==> config.mk <==
export PLATFORM = sky130hd
export DESIGN_NAME = procb_buf
export DESIGN_NICKNAME = d
export VERILOG_FILES = /design/src/rtl/procb_buf.sv
export SDC_FILE = /design/constraint.sdc
export NUM_CORES = 1
export LEC_CHECK = 0
export BUFFER_PORTS_ARGS = -buffer_cell sky130_fd_sc_hd__buf_4
export CAP_MARGIN = 25
export CORE_MARGIN = 2
export CORE_UTILIZATION = 50
export CTS_BUF_LIST = sky130_fd_sc_hd__clkbuf_8
export DETAILED_ROUTE_END_ITERATION = 8
export PLACE_DENSITY = 0.67
export RECOVER_POWER = 25
export SYNTH_ARGS = -nofsm -noshare
export SYNTH_HDL_FRONTEND = slang
export SYNTH_SLANG_ARGS = --single-unit
==> constraint.sdc <==
create_clock -name CLK -period 12.8 [get_ports CLK]
set_clock_uncertainty 0.15 [all_clocks]
set_input_delay 3.84 -clock CLK [delete_from_list [all_inputs] [get_ports CLK]]
set_output_delay 3.84 -clock CLK [all_outputs]
set_load 0.01 [all_outputs]
==> src/rtl/procb_buf.sv <==
// procb_buf: per-thread ring buffer of {addr, bytes, finish_ctx} records feeding process_bytes.
// Optional macro PROCB_BUF_CHECK_EN enables protocol checking and the sticky err output.
module procb_buf #(
    parameter int N_THREADS = 8,
    parameter int DEPTH     = 4,
    parameter int ADDR_W    = 16,
    parameter int CNT_W     = 8,
    localparam int N_THREADS_MSB = $clog2(N_THREADS) - 1,
    localparam int DEPTH_MSB     = $clog2(DEPTH) - 1,
    localparam int D_WIDTH       = ADDR_W + CNT_W + 1
) (
    input  logic                   CLK,
    input  logic                   RST,
    input  logic [N_THREADS_MSB:0] wr_thread_num,
    input  logic                   wr_en,
    input  logic [D_WIDTH-1:0]     din,
    output logic                   wr_full,
    input  logic [N_THREADS_MSB:0] rd_thread_num,
    input  logic                   lookup_en,
    input  logic                   rd_en,
    input  logic                   rd_rst,
    output logic                   lookup_empty,
    output logic [D_WIDTH-1:0]     dout,
    output logic                   err
);
    localparam int PW = DEPTH_MSB + 2;
    localparam logic [PW-1:0] PTR_ONE   = PW'(1);
    localparam logic [PW-1:0] PTR_DEPTH = PW'(DEPTH);

    logic [D_WIDTH-1:0] r_mem [N_THREADS*DEPTH];
    logic [PW-1:0]      r_wrPtr [N_THREADS];
    logic [PW-1:0]      r_rdPtr [N_THREADS];
    logic [1:0]         r_la;

    logic [PW-1:0] w_wrOcc;
    logic [PW-1:0] w_lookPos;
    logic          w_wrOk;
    logic          w_lookOk;
    logic          w_rdOk;
    logic [1:0]    w_laNext;

    always_comb begin
        w_wrOcc      = r_wrPtr[wr_thread_num] - r_rdPtr[wr_thread_num];
        wr_full      = (w_wrOcc == PTR_DEPTH);
        w_lookPos    = r_rdPtr[rd_thread_num] + PW'(r_la);
        lookup_empty = (w_lookPos == r_wrPtr[rd_thread_num]);
        dout         = r_mem[{rd_thread_num, w_lookPos[DEPTH_MSB:0]}];
    end

    // Accepted actions; without checks the caller is trusted for lookups and commits.
    always_comb begin
        w_wrOk = wr_en & ~wr_full & ~rd_rst;
`ifdef PROCB_BUF_CHECK_EN
        w_rdOk   = rd_en & (r_la != 2'd0);
        w_lookOk = lookup_en & ~lookup_empty & ~(~w_rdOk & (r_la == 2'd2));
`else
        w_rdOk   = rd_en;
        w_lookOk = lookup_en;
`endif
        case ({w_lookOk, w_rdOk})
            2'b10:   w_laNext = r_la + 2'd1;
            2'b11:   w_laNext = r_la;
            2'b01:   w_laNext = r_la - 2'd1;
            default: w_laNext = 2'd0;
        endcase
    end

    always_ff @(posedge CLK) begin
        if (w_wrOk) begin
            r_mem[{wr_thread_num, r_wrPtr[wr_thread_num][DEPTH_MSB:0]}] <= din;
        end
    end

    // An idle read cycle drops la to zero so an unconsumed lookup is presented again.
    always_ff @(posedge CLK or posedge RST) begin
        if (RST) begin
            for (int i = 0; i < N_THREADS; i++) begin
                r_wrPtr[i] <= '0;
                r_rdPtr[i] <= '0;
            end
            r_la <= 2'd0;
        end else if (rd_rst) begin
            for (int i = 0; i < N_THREADS; i++) begin
                r_wrPtr[i] <= '0;
                r_rdPtr[i] <= '0;
            end
            r_la <= 2'd0;
        end else begin
            if (w_wrOk) begin
                r_wrPtr[wr_thread_num] <= r_wrPtr[wr_thread_num] + PTR_ONE;
            end
            if (w_rdOk) begin
                r_rdPtr[rd_thread_num] <= r_rdPtr[rd_thread_num] + PTR_ONE;
            end
            r_la <= w_laNext;
        end
    end

`ifdef PROCB_BUF_CHECK_EN
    logic w_errNow;
    logic r_err;

    assign w_errNow = ~rd_rst & ((wr_en & wr_full)
                               | (lookup_en & lookup_empty)
                               | (rd_en & (r_la == 2'd0))
                               | (lookup_en & ~w_rdOk & (r_la == 2'd2)));

    always_ff @(posedge CLK or posedge RST) begin
        if (RST) begin
            r_err <= 1'b0;
        end else if (rd_rst) begin
            r_err <= 1'b0;
        end else if (w_errNow) begin
            r_err <= 1'b1;
        end
    end

    assign err = r_err;

`ifdef SIMULATION
    always @(posedge CLK) begin
        if (!RST && w_errNow) begin
            $display("procb_buf: protocol error at %0t (wr_en=%b full=%b lookup_en=%b empty=%b rd_en=%b la=%0d)",
                     $time, wr_en, wr_full, lookup_en, lookup_empty, rd_en, r_la);
        end
    end
`endif
`else
    assign err = 1'b0;
`endif

endmodule

==> out/metrics.cfg <==
[timing]
fin_crit_ps=11820
max-slew-margin-rel=-0.580
finalSetupViolations=0
maxSlewViolCount=43
rsz0062_at_grt=no
post-route-period-util=0.924
max_freq_mhz=84.6
finalHoldViolCount=0
setup_tns_ps=0
worstMarginPinSlew_ps=2370

[floorplan]
core_um2=65700
initial_utilization=0.506
die_y_um=262
die_w_um=262
num_rows=94
die_area_um2=68600
ios=65

[synthesis]
synth_seq_cells=850
synth_edf_count=800
synth.area.top_cells=edfxtp_1 72%, mux4_2 14%, dfrtp_1 3.8%
synth_simple_gate_area_frac=0.0301
synth.top_cell.area_share=0.722
ys_seq_area_frac=0.760
synth_top_family_by_area=multiplexers
syn_nets=1650
avgSynthCellArea_um2=20.8
syn_area_um2=33300
synth-xor-area-share=0.00237
yosys.cell_types.count=50
synth_mux_area_frac=0.148
ys_async_sr_fraction=0.0588
synth_cells=1602
synth_top_cell_by_area=edfxtp_1
synth_compound_area_frac=0.0416
ys.flop_type=edfxtp_1
ys_warn_count=0
synthAdderAreaFrac=0.00436

[power_and_ir_drop]
vdd_drop_max_mv=0.0986
p_per_area_nw_per_um2=149
p_leak_nw=12.2

[finish]
final_cells=2732
final_cell_mix=800 x edfxtp_1, 203 x mux4_2, 142 x clkbuf_8, 114 x a22oi_1, 87 x buf_4
final_nets=1815
final_common_cell=edfxtp_1
drive_gt1_frac=0.288
area_growth_pct=13.7
final_design_area_no_fill_um2=37800

[clocking]
cts_tree=yes
cts_root_buf=clkbuf_8
numCtsBuffers=135
cts_setup_buffers=0
cts.path.max_buffers=3
cts_resized=0
cts_hold_buffers=0
clk_latency_ps=800
htree_levels=4
cts.clk_slew.worst_paths_ps=60
cts_sinks=850

[place]
hpwlAfterDp_mm=43.6
post_dp_cell_area_um2=35400
portBuffers=63
dpl.cell_count=2494
gp_congestion=0.877

[outcome]
violations=capacitance limit, slew limit
status=complete, but fails checks

[detailed_routing]
drc=0
drt-wirelength-per-cell_um=30.0
dr.pass1.iters=5
ant_nets=0
via_per_inst=6.28
num_vias=17146
drt_iter0_markers=2179
wl_mm=81.9

[global_route]
overflow=0
grt_pass1_wl_mm=118
grt_util_all_layers=0.246
grt_max_degree=62
first_global_vias=17404
antenna_found_initial=3

[job]
cap_violations=1

[critical_path]
endpoint_kind=primary output
r2r_slack_ps=8290
worstPathArrival_ps=7830
crit_required_ps=8810
crit_path_start_kind=input port
crit_path_max_fanout=44
critical_path_class=in -> out
reg2regPathDepth=8

[worst_hold_path]
hold_depth=2
hp-class=reg -> reg

## synth_stat cells, types with 2 or more instances
cell       count
buf_2         17
buf_1          8
mux2_2         4
ha_1          10
mux2_1         5
nor2_1        45
o221ai_1       2
mux4_2       203
dfrtp_1       50
a21oi_1       30
xor2_1         2
nor4_1         2
nor2b_1       10
and2_1         4
inv_1         12
mux2i_1       25
buf_4          3
o211ai_4       5
and4_1         2
a22o_1         2
edfxtp_1     800
o22ai_1       10
nand3b_1       5
nand3_1       31
nand4_1       25
or3_1          4
o211ai_1       4
o311ai_0       2
nand2b_1       7
nand2_1       60
xnor2_1        7
o2111ai_2      4
a22oi_1      114
nor3_1         7
clkbuf_1      66
## path summary, 6_finish.rpt
| path | endpoint | startpoint |
|---|---|---|
| worst max-delay path | dout[11] | rd_thread_num[1] |
| max in group asynchronous | r_wrPtr[20] | RST |
| worst min-delay path | r_rdPtr[0] | r_rdPtr[0] |
| worst max register to register | r_mem[5][0] | r_wrPtr[1] |
| worst min register to register | r_rdPtr[0] | r_rdPtr[0] |
| min in group asynchronous | r_rdPtr[17] | RST |
## through the flow
stage	worst slack [ps]	hold slack [ps]	power [mW]	utilization
floorplan	1440	363	3.39	-
global placement	1060	397	3.55	0.536
detailed placement	1020	393	3.56	0.539
CTS	1010	399	5.68	0.576
global route	758	424	5.83	0.575
finish	977	406	5.63	0.575
## final cells by class
| cell class | instances | area [um2] |
|---|---|---|
| timing repair buffer | 123 | 1070 |
| multi-input combinational | 645 | 7850 |
| tap | 864 | 1080 |
| fill | 4785 | 27900 |
| clock buffer | 142 | 1950 |
| clock inverter | 94 | 528 |
| sequential | 850 | 25300 |
| inverter | 12 | 45.0 |
| antenna | 2 | 5.00 |
## worst max-delay path, cell delays in order
cell,delay (ps)
buf_4,190
and3b_2,250
a22oi_1,150
o311ai_0,190
a221oi_2,510
inv_1,200
ha_4,200
inv_1,80
fa_4,710
buf_12,260
buf_12,210
mux4_2,300
a22oi_1,220
nand4_1,270
buf_4,240
## power by group
group / leakage (nW) / internal, mW / switching [mW]
Sequential: 7.89 / 3.06 / 0.00537
Combinational: 2.92 / 0.189 / 0.241
Clock: 1.41 / 1.11 / 1.03
Total: 12.2 / 4.35 / 1.28
## cell families (layout without fill, tap and decap cells)
logic type      after synthesis  count (layout)
compound gates              180             180
xor+xnor                      9               9
fa+ha+maj                    11              11
buf+inv                     107             371
flops                       850             850
mux                         237             237
other cells                   1               3
simple gates                207             207
## layer usage
metal  track usage  up-vias  share of wire
met3        0.0584      147          0.088
met1         0.334     9063           0.39
met4        0.0851        2          0.026
li1              -     7067              -
met2         0.397      867           0.50
met5             0        -        0.00016
## sequential cells by signal, indices dropped and copies added (netlist names)
signal,cells
r_wrPtr,24
r_rdPtr,24
r_la,2
r_mem,800
Power figures use the tool's default switching activity.
